## config.mk

```make
export PLATFORM = sky130hd
export DESIGN_NAME = uart_rx_datapath
export DESIGN_NICKNAME = d
export VERILOG_FILES = /design/src/rtl/uart_rx_datapath.sv
export SDC_FILE = /design/constraint.sdc
export NUM_CORES = 1
export LEC_CHECK = 0
export CORE_MARGIN = 5
export CORE_UTILIZATION = 40
export DETAILED_ROUTE_END_ITERATION = 6
export PLACE_DENSITY = 0.58
export SETUP_SLACK_MARGIN = 0.4
export SLEW_MARGIN = 20
export SYNTH_ARGS = -nofsm -noshare
export SYNTH_HDL_FRONTEND = slang
export SYNTH_SLANG_ARGS = --single-unit
```

## constraint.sdc

```tcl
create_clock -name clk -period 4 [get_ports clk]
set_input_delay 0.6 -clock clk [delete_from_list [all_inputs] [get_ports clk]]
set_output_delay 0.6 -clock clk [all_outputs]
set_load 0.03 [all_outputs]
```

## src/rtl/uart_rx_datapath.sv

```systemverilog
`default_nettype none
// +----------------------------------------------------------------------------+
// | Module      : uart_rx_datapath                                             |
// | Description : UART receiver datapath. Oversampled start-bit detection,     |
// |               mid-bit data sampling, stop-bit check, valid/ready output    |
// |               handshake with framing and overrun error pulses.             |
// |               Optional even-parity bit enabled by UART_RX_PARITY_EN.       |
// | Revision    : 1.0 - initial release                                        |
// +----------------------------------------------------------------------------+
module uart_rx_datapath #(
  parameter int WORD_SIZE  = 8,   // data bits per frame
  parameter int OVERSAMPLE = 16,  // sample_tick pulses per bit period (even, >= 4)
  parameter int CNT_WIDTH  = 4    // tick counter width, 2**CNT_WIDTH >= OVERSAMPLE
) (
  input  logic                 clk,
  input  logic                 rst_b,
  input  logic                 serial_in,
  input  logic                 sample_tick,
  input  logic                 rx_ready,
  output logic [WORD_SIZE-1:0] rx_data,
  output logic                 rx_valid,
  output logic                 framing_err,
  output logic                 overrun_err
`ifdef UART_RX_PARITY_EN
  ,
  output logic                 parity_err
`endif
);

  localparam int BIT_CNT_W = $clog2(WORD_SIZE + 1);

  // Tick count at which the start bit is sampled (its middle) and at which
  // every following bit is sampled (one full bit period later each time).
  localparam logic [CNT_WIDTH-1:0] c_tick_half_last = CNT_WIDTH'(OVERSAMPLE / 2 - 1);
  localparam logic [CNT_WIDTH-1:0] c_tick_full_last = CNT_WIDTH'(OVERSAMPLE - 1);
  localparam logic [BIT_CNT_W-1:0] c_last_bit       = BIT_CNT_W'(WORD_SIZE - 1);

  typedef enum logic [2:0] {
    S_IDLE   = 3'd0,
    S_START  = 3'd1,
    S_DATA   = 3'd2,
`ifdef UART_RX_PARITY_EN
    S_PARITY = 3'd3,
`endif
    S_STOP   = 3'd4,
    S_BREAK  = 3'd5
  } state_t;

  // Line synchroniser
  logic                 meta_q;
  logic                 rxs_q;

  // Frame engine
  state_t               state_q,    state_d;
  logic [CNT_WIDTH-1:0] tick_cnt_q, tick_cnt_d;
  logic [BIT_CNT_W-1:0] bit_cnt_q,  bit_cnt_d;
  logic [WORD_SIZE-1:0] shift_q,    shift_d;
  logic                 deliver_q,  deliver_d;   // good stop bit seen, deliver next clk
  logic                 frame_err_d;

`ifdef UART_RX_PARITY_EN
  logic                 par_acc_q,  par_acc_d;   // running XOR of data + parity bits
  logic                 par_bad_q,  par_bad_d;   // parity result of the frame being delivered
  logic                 parity_err_q;
`endif

  // Output stage
  logic [WORD_SIZE-1:0] rx_data_q,  rx_data_d;
  logic                 rx_valid_q, rx_valid_d;
  logic                 framing_err_q;
  logic                 overrun_err_q, overrun_err_d;

  // Two-flop synchroniser for the asynchronous line; idles high.
  always_ff @(posedge clk) begin
    if (!rst_b) begin
      meta_q <= 1'b1;
      rxs_q  <= 1'b1;
    end else begin
      meta_q <= serial_in;
      rxs_q  <= meta_q;
    end
  end

  // Frame engine state registers.
  always_ff @(posedge clk) begin
    if (!rst_b) begin
      state_q    <= S_IDLE;
      tick_cnt_q <= '0;
      bit_cnt_q  <= '0;
      shift_q    <= '0;
      deliver_q  <= 1'b0;
`ifdef UART_RX_PARITY_EN
      par_acc_q  <= 1'b0;
      par_bad_q  <= 1'b0;
`endif
    end else begin
      state_q    <= state_d;
      tick_cnt_q <= tick_cnt_d;
      bit_cnt_q  <= bit_cnt_d;
      shift_q    <= shift_d;
      deliver_q  <= deliver_d;
`ifdef UART_RX_PARITY_EN
      par_acc_q  <= par_acc_d;
      par_bad_q  <= par_bad_d;
`endif
    end
  end

  // Frame engine next state: everything here moves only on a sample tick.
  always_comb begin
    state_d     = state_q;
    tick_cnt_d  = tick_cnt_q;
    bit_cnt_d   = bit_cnt_q;
    shift_d     = shift_q;
    deliver_d   = 1'b0;
    frame_err_d = 1'b0;
`ifdef UART_RX_PARITY_EN
    par_acc_d   = par_acc_q;
    par_bad_d   = par_bad_q;
`endif

    if (sample_tick) begin
      case (state_q)
        S_IDLE: begin
          if (!rxs_q) begin
            state_d    = S_START;
            tick_cnt_d = '0;
          end
        end

        S_START: begin
          if (tick_cnt_q == c_tick_half_last) begin
            // Middle of the start bit: a high line here was a glitch.
            if (!rxs_q) begin
              state_d    = S_DATA;
              tick_cnt_d = '0;
              bit_cnt_d  = '0;
`ifdef UART_RX_PARITY_EN
              par_acc_d  = 1'b0;
`endif
            end else begin
              state_d = S_IDLE;
            end
          end else begin
            tick_cnt_d = tick_cnt_q + CNT_WIDTH'(1);
          end
        end

        S_DATA: begin
          if (tick_cnt_q == c_tick_full_last) begin
            tick_cnt_d = '0;
            // LSB arrives first, so shift right and insert at the MSB.
            shift_d    = {rxs_q, shift_q[WORD_SIZE-1:1]};
            bit_cnt_d  = bit_cnt_q + BIT_CNT_W'(1);
`ifdef UART_RX_PARITY_EN
            par_acc_d  = par_acc_q ^ rxs_q;
`endif
            if (bit_cnt_q == c_last_bit) begin
`ifdef UART_RX_PARITY_EN
              state_d = S_PARITY;
`else
              state_d = S_STOP;
`endif
            end
          end else begin
            tick_cnt_d = tick_cnt_q + CNT_WIDTH'(1);
          end
        end

`ifdef UART_RX_PARITY_EN
        S_PARITY: begin
          if (tick_cnt_q == c_tick_full_last) begin
            tick_cnt_d = '0;
            par_acc_d  = par_acc_q ^ rxs_q;
            state_d    = S_STOP;
          end else begin
            tick_cnt_d = tick_cnt_q + CNT_WIDTH'(1);
          end
        end
`endif

        S_STOP: begin
          if (tick_cnt_q == c_tick_full_last) begin
            tick_cnt_d = '0;
            if (rxs_q) begin
              deliver_d = 1'b1;
`ifdef UART_RX_PARITY_EN
              // Even parity: a set accumulator means an odd count of ones.
              par_bad_d = par_acc_q;
`endif
              state_d   = S_IDLE;
            end else begin
              // Bad stop bit: drop the word and wait out the low line.
              frame_err_d = 1'b1;
              state_d     = S_BREAK;
            end
          end else begin
            tick_cnt_d = tick_cnt_q + CNT_WIDTH'(1);
          end
        end

        S_BREAK: begin
          if (rxs_q) begin
            state_d = S_IDLE;
          end
        end

        default: begin
          state_d = S_IDLE;
        end
      endcase
    end
  end

  // Output stage next state: deliver a finished word or retire the held one.
  always_comb begin
    rx_data_d     = rx_data_q;
    rx_valid_d    = rx_valid_q;
    overrun_err_d = 1'b0;

    if (deliver_q) begin
      // A consumer taking the old word this cycle frees the slot for the new one.
      if (!rx_valid_q || rx_ready) begin
        rx_data_d  = shift_q;
        rx_valid_d = 1'b1;
      end else begin
        overrun_err_d = 1'b1;
      end
    end else if (rx_valid_q && rx_ready) begin
      rx_valid_d = 1'b0;
    end
  end

  // Output stage registers and one-clock error pulses.
  always_ff @(posedge clk) begin
    if (!rst_b) begin
      rx_data_q     <= '0;
      rx_valid_q    <= 1'b0;
      framing_err_q <= 1'b0;
      overrun_err_q <= 1'b0;
`ifdef UART_RX_PARITY_EN
      parity_err_q  <= 1'b0;
`endif
    end else begin
      rx_data_q     <= rx_data_d;
      rx_valid_q    <= rx_valid_d;
      framing_err_q <= frame_err_d;
      overrun_err_q <= overrun_err_d;
`ifdef UART_RX_PARITY_EN
      // Reported alongside the delivery, even if the word is lost to overrun.
      parity_err_q  <= deliver_q & par_bad_q;
`endif
    end
  end

  assign rx_data     = rx_data_q;
  assign rx_valid    = rx_valid_q;
  assign framing_err = framing_err_q;
  assign overrun_err = overrun_err_q;
`ifdef UART_RX_PARITY_EN
  assign parity_err  = parity_err_q;
`endif

endmodule
`default_nettype wire

```

==> results of run 1 <==
-- metal layers --
metal,vias to the layer above,global-route usage [%],wire (µm)
met2,24,19.9,1300
met3,8,4.63,116
met1,536,14.7,1420
met4,0,7.31,79
met5,-,0,0
li1,598,-,-
-- sequential cells by signal, summed over array words and instances, names as in the netlist --
name         cells
bit_cnt_q        4
tick_cnt_q       4
rx_data          8
rxs_q            1
deliver_q        1
overrun_err      1
state_q          3
meta_q           1
framing_err      1
rx_valid         1
shift_q          8
-- cells by family after synthesis --
logic type / Yosys count / share of synthesized area [%]
compound gates: 25 / 10.7
mux: 20 / 13.5
buf+inv: 11 / 3.25
xor+xnor: 1 / 0.583
fa+ha+maj: 2 / 1.67
simple gates: 71 / 26.3
flops: 33 / 44.0
-- metrics by stage --
stage               total power (W)  utilization (%)  hold WS (ns)  cell area, µm²  setup slack, ns
global route               0.000706             49.2         0.444            1800             1.80
floorplan                  0.000360                -         0.386            1500             2.40
CTS                        0.000691             49.2         0.416            1800             1.95
finish                     0.000685             49.2         0.409            1800             1.93
detailed placement         0.000368             46.0         0.399            1680             1.75
global placement           0.000368             46.0         0.392            1680             1.76
-- worst min path at each step --
stage	from	endpoint	slack [ns]	cells after the start
finish	meta_q	rxs_q	0.41	1
global placement	meta_q	rxs_q	0.39	1
global route	meta_q	rxs_q	0.44	1
detailed placement	meta_q	rxs_q	0.40	1
floorplan	meta_q	rxs_q	0.39	1
CTS	meta_q	rxs_q	0.42	1
-- critical path, stage by stage (launching register included) --
cell and delay [ns]:
dfxtp_1 0.68, or3b_1 0.40, a32oi_1 0.32, and2_1 0.27
a21boi_1 0.11, o21a_1 0.19
-- cell usage after synthesis, types with 3 or more instances --
cell type	instances	area, µm²
nand3b_1	4	30.0
nand4_1	3	18.8
nand2_1	8	30.0
nand2b_1	7	43.8
clkbuf_1	5	18.8
nor2b_1	4	25.0
buf_2	3	15.0
mux2i_1	18	180
o21ai_1	3	15.0
o21a_1	3	22.5
a21oi_1	8	40.0
a21boi_1	3	22.5
nand3_1	8	40.0
dfxtp_1	33	661
nor2_1	24	90.1
-- cell type report --
type                       instances  share of cell area [%]
tap                               48                    3.34
inverter                           2                   0.417
timing repair buffer              16                    8.76
multi-input combinational        119                    44.3
sequential                        33                    36.7
clock buffer                       7                    4.79
clock inverter                     1                    1.67
-- power breakdown --
part | leakage, nW | total (W) | internal, W | switching (W)
clock network | 0.0585 | 0.000324 | 0.000203 | 0.000121
logic | 0.359 | 0.0000265 | 0.0000125 | 0.0000139
registers | 0.266 | 0.000335 | 0.000330 | 0.00000441
total | 0.683 | 0.000685 | 0.000546 | 0.000140
==> tab_implementation.tex, run 1 <==
\begin{tabular}{lr}
\hline
Metric & Value \\
\hline
\multicolumn{2}{l}{\textbf{Run status}} \\
Run status & completed \\
\multicolumn{2}{l}{\textbf{Critical path}} \\
R2r worst-path depth & 5 \\
Startpoint of the worst-slack reg-to-reg timing path & state\_q[0] \\
Critical path fanouts, max & 19 \\
Data required time at the worst endpoint & between 4 and 5 ns \\
Worst Setup SP & state\_q[0] \\
Endpoint of the lowest-slack register-to-register path & bit\_cnt\_q[2] \\
Class of the most critical setup path & register to register \\
Reg-to-reg setup timing slack & 1.93 ns \\
Capturing instance or port of the critical path & bit\_cnt\_q[2] \\
Arrival time of the worst setup path & between 2 and 2.5 ns \\
Crit path capture type & register \\
CP startpoint kind & register \\
\multicolumn{2}{l}{\textbf{Placement}} \\
Half-perimeter wire length of the detailed placement result & approximately 2.0 mm \\
Count of input and output buffers & 15 \\
Routability cong. & about 0.83 \\
Placed cell count & approximately 220 \\
\multicolumn{2}{l}{\textbf{Clocking}} \\
Post-CTS setup-driven buffer insertion count & 0 \\
Clock latency at the later pin of the worst-skew pair & between 0.2 and 0.3 ns \\
Number of resized instances in the post-cts repair step & 0 \\
CTS tree & done \\
CTS sink cnt & 33 \\
Root buffer selected by CTS & clkbuf\_8 \\
H-tree depth & 2 \\
Maximum buffer depth of the clock tree & 2 \\
Clock-pin slew on the worst setup and hold paths & approximately 0.070 ns \\
Total CTS buffers & 5 \\
Hold Buf Count CTS & 0 \\
\multicolumn{2}{l}{\textbf{Yosys}} \\
Post-synthesis instance area & 1500 µm² \\
Main flop type after synthesis & dfxtp\_1 \\
Sequential-to-total area share from yosys stat & between 40 and 50\% \\
Post-Synthesis Mean Instance Area & 9.21 µm² \\
Fraction of registers with async set or reset after synthesis & 0\% \\
Number of enable-type register cells in the synthesized netlist & 0 \\
Number of nets in the synthesized netlist & 170 \\
Number of synthesis warnings & 0 \\
Synth cell types & 38 \\
Cell count after synthesis & approximately 160 \\
Register bit count reported by yosys & 33 \\
\multicolumn{2}{l}{\textbf{Final layout}} \\
Most common cell after layout, fill and taps aside & dfxtp\_1 \\
Total of fill cells in the finished design & approximately 350 \\
Fraction of layout cells with a size suffix above 1 & $\sim$8.4\% \\
Number of inserted diodes & 0 \\
Register area & between 600 and 700 µm² \\
Multi-input combinational cell area & roughly 800 µm² \\
Synthesis-to-finish area growth & 19.9\% \\
Non-filler instance count after layout & approximately 230 \\
Nets & around 180 \\
Most frequent cells in the layout & 33 x dfxtp\_1, 24 x nor2\_1, 18 x mux2i\_1 \\
\multicolumn{2}{l}{\textbf{STA}} \\
Worst slew margin & 61.6\% \\
Number of hold-slack violations in the final timing report & 0 \\
Measured slew at the worst slew-check pin & 0.576 ns \\
Tmin final & a little over 2 ns \\
Worst setup skew after layout & between 0.004 and 0.005 ns \\
Final cycle utilization of the critical path & between 50\% and 60\% \\
Total setup violations reported at the end of the flow & 0 \\
Setup repair after global routing missed its margin & no \\
Number of max-slew violations in the final report & 0 \\
Max Freq & 0.484 GHz \\
Setup TNS & 0 ns \\
\multicolumn{2}{l}{\textbf{Drt}} \\
DRT antenna net count & 0 \\
Post-detailed-route DRC marker count & 0 \\
Routed vias/inst & slightly above 5 \\
Total via count in the routed design & between 1000 and 1500 \\
Detail-routed net length per standard cell & around 13 µm \\
Routed Wire Length & 2.91 mm \\
Router iterations before antenna repair & 4 \\
Initial detailed-routing violation count & 77 \\
\multicolumn{2}{l}{\textbf{Floorplan}} \\
IO Pins & 16 \\
Die Y & between 70 and 80 µm \\
Starting density of the core & about 40\% \\
Die footprint & about 5000 µm² \\
Placeable core area & 3660 µm² \\
Die width & approximately 71 µm \\
FP Rows & 22 \\
\multicolumn{2}{l}{\textbf{Worst hold path}} \\
Class of the tightest hold or removal check & register to register \\
\multicolumn{2}{l}{\textbf{Global route}} \\
Number of global-route vias before repair & roughly 1100 \\
GRT Residual Overflow & 0 \\
Initial antenna violation count & 0 \\
Total routing resource utilization after global routing & between 10\% and 20\% \\
Wire length of the first global-routing pass & $\sim$5 mm \\
Pin count of the biggest net entering global routing & 21 \\
\multicolumn{2}{l}{\textbf{Power}} \\
Static leakage & 0.683 nW \\
Largest voltage drop on the vdd net & approximately 0.25 mV \\
Areal power density over the cells & between 300 and 400 nW/µm² \\
\multicolumn{2}{l}{\textbf{Run}} \\
Max-capacitance violation count & 0 \\
\hline
\end{tabular}
No activity file was read; power rests on OpenSTA's default activity.
==> run 2, diff against run 1 <==
Settings changed: PLACE_DENSITY 0.58 to 0.6.
Clock period 4 ns to 1.7 ns, I/O delays scaled along.
==> tab_implementation.tex, run 2 (synthesis gave the netlist of run 1 again) <==
\begin{tabular}{lr}
\hline
Metric & Value \\
\hline
\multicolumn{2}{l}{\textbf{Run status}} \\
Run status & completed \\
\multicolumn{2}{l}{\textbf{Global route}} \\
Number of global-route vias before repair & about 1200 \\
GRT Residual Overflow & 0 \\
Pin count of the biggest net entering global routing & 21 \\
Wire length of the first global-routing pass & 5.21 mm \\
Total routing resource utilization after global routing & between 10\% and 20\% \\
Initial antenna violation count & 0 \\
\multicolumn{2}{l}{\textbf{Final layout}} \\
Most frequent cells in the layout & 27 x dfxtp\_1, 23 x nor2\_1, 18 x mux2i\_1 \\
Finished layout cell area & 2040 µm² \\
Fraction of layout cells with a size suffix above 1 & a little over a quarter \\
Total of fill cells in the finished design & around 340 \\
Utilization after layout & between 50\% and 60\% \\
Register area & roughly 670 µm² \\
Number of inserted diodes & 0 \\
Nets & $\sim$200 \\
Synthesis-to-finish area growth & 35.9\% \\
Non-filler instance count after layout & approximately 240 \\
Multi-input combinational cell area & just under 900 µm² \\
Most common cell after layout, fill and taps aside & dfxtp\_1 \\
\multicolumn{2}{l}{\textbf{Critical path}} \\
Critical path fanouts, max & 7 \\
R2r worst-path depth & 5 \\
Crit path capture type & register \\
Reg-to-reg setup timing slack & between 0.09 and 0.1 ns \\
Startpoint of the worst-slack reg-to-reg timing path & state\_q[1] \\
Endpoint of the lowest-slack register-to-register path & bit\_cnt\_q[0] \\
Data required time at the worst endpoint & 1.91 ns \\
Arrival time of the worst setup path & approximately 1.8 ns \\
Class of the most critical setup path & register to register \\
CP startpoint kind & register \\
\multicolumn{2}{l}{\textbf{Drt}} \\
Total via count in the routed design & roughly 1200 \\
Post-detailed-route DRC marker count & 0 \\
Detail-routed net length per standard cell & between 10 and 15 µm \\
DRT antenna net count & 0 \\
Routed Wire Length & about 3.3 mm \\
Router iterations before antenna repair & 4 \\
Routed vias/inst & 5.07 \\
Initial detailed-routing violation count & 64 \\
\multicolumn{2}{l}{\textbf{Worst hold path}} \\
Sink of the worst hold path & rxs\_q \\
Source of the worst hold timing path & meta\_q \\
Number of stages on the worst hold path & 1 \\
Class of the tightest hold or removal check & register to register \\
\multicolumn{2}{l}{\textbf{STA}} \\
Setup repair after global routing missed its margin & yes \\
Final cycle utilization of the critical path & 94.3\% \\
Setup TNS & 0 ns \\
Worst setup skew after layout & 0.00608 ns \\
Measured slew at the worst slew-check pin & 0.379 ns \\
Tmin final & between 1.5 and 2 ns \\
Worst hold slack after final layout & between 0.4 and 0.5 ns \\
Total setup violations reported at the end of the flow & 0 \\
Number of hold-slack violations in the final timing report & 0 \\
Worst slew margin & about three quarters \\
Number of max-slew violations in the final report & 0 \\
Max Freq & 0.624 GHz \\
\multicolumn{2}{l}{\textbf{Floorplan}} \\
Die Y & 71.3 µm \\
Placeable core area & roughly 3700 µm² \\
Die footprint & 5080 µm² \\
FP Rows & 22 \\
Starting density of the core & between 40\% and 50\% \\
Die width & roughly 70 µm \\
IO Pins & 16 \\
\multicolumn{2}{l}{\textbf{Clocking}} \\
CTS tree & done \\
Clock latency at the later pin of the worst-skew pair & 0.28 ns \\
H-tree depth & 2 \\
CTS sink cnt & 33 \\
Hold Buf Count CTS & 0 \\
Total CTS buffers & 5 \\
Maximum buffer depth of the clock tree & 2 \\
Clock-pin slew on the worst setup and hold paths & 0.07 ns \\
Root buffer selected by CTS & clkbuf\_8 \\
\multicolumn{2}{l}{\textbf{Placement}} \\
Count of input and output buffers & 15 \\
Total placed instance area & 1810 µm² \\
Placed cell count & between 200 and 250 \\
Routability cong. & 0.790 \\
Half-perimeter wire length of the detailed placement result & 2.28 mm \\
\multicolumn{2}{l}{\textbf{Power}} \\
Largest voltage drop on the vdd net & $\sim$0.56 mV \\
Static leakage & $\sim$0.83 nW \\
Areal power density over the cells & 799 nW/µm² \\
\multicolumn{2}{l}{\textbf{Run}} \\
Max-capacitance violation count & 0 \\
\hline
\end{tabular}
## run 2: cell count changes in the layout (fill, tap and decap cells not counted), sizes merged
| cell | change |
|---|---|
| clkdlybuf4s50 | -11 |
| clkinvlp | +2 |
| inv | -1 |
| buf | +16 |
| clkdlybuf4s15 | +3 |
| dlygate4sd2 | +8 |
## run 2: worst max-delay path by stage
stage / startpoint / endpoint / slack [ns]
floorplan: state_q[0] / bit_cnt_q[0] / 0.20
global placement: sample_tick / shift_q[5] / -0.05
detailed placement: sample_tick / shift_q[0] / -0.08
CTS: state_q[1] / bit_cnt_q[2] / 0.11
global route: state_q[1] / bit_cnt_q[0] / 0.03
finish: state_q[1] / bit_cnt_q[0] / 0.1
## run 2: metal layers
metal | up-vias | GRT usage [%] | share of wire (%)
li1 | 635 | - | -
met1 | 583 | 15.9 | 49
met2 | 11 | 21.5 | 48
met3 | 3 | 3.93 | 2.9
met4 | 0 | 2.51 | 0.43
met5 | - | 0 | 0
## run 2: power breakdown
group	internal (W)	leakage (nW)	switching [W]
logic	0.0000449	0.498	0.0000510
clock network	0.000478	0.0585	0.000280
registers	0.000774	0.270	0.00000298
## run 2: final cells by class
cell class | count | share of cell area [%]
well taps | 48 | 2.94
clock buffers | 7 | 4.23
multi-input cells | 119 | 43.0
repair inverters | 1 | 0.368
flip-flops and latches | 33 | 33.0
repair buffers | 32 | 14.5
clock inverters | 1 | 1.47
inverters | 2 | 0.552
## run 2: worst max-delay path: stages (launching register included)
cell	delay, ns
dfxtp_4	0.38
or3b_4	0.40
a32oi_2	0.27
nand3_2	0.14
mux2_2	0.27
nor2_1	0.08
## run 2: timing repair
action,in CTS,in global routing
endpoints found under the hold margin,0,0
gates cloned,0,1
endpoints found under the setup margin,32,31
pin swaps,8,7
setup buffers,5,1
gates resized for setup,23,11
## run 2: through the flow
| step | worst slack [ns] | power [W] |
|---|---|---|
| finish | 0.0976 | 0.00163 |
| global route | 0.0317 | 0.00169 |
| CTS | 0.114 | 0.00164 |
| detailed placement | -0.0815 | 0.000883 |
| global placement | -0.0547 | 0.000881 |
| floorplan | 0.203 | 0.000854 |
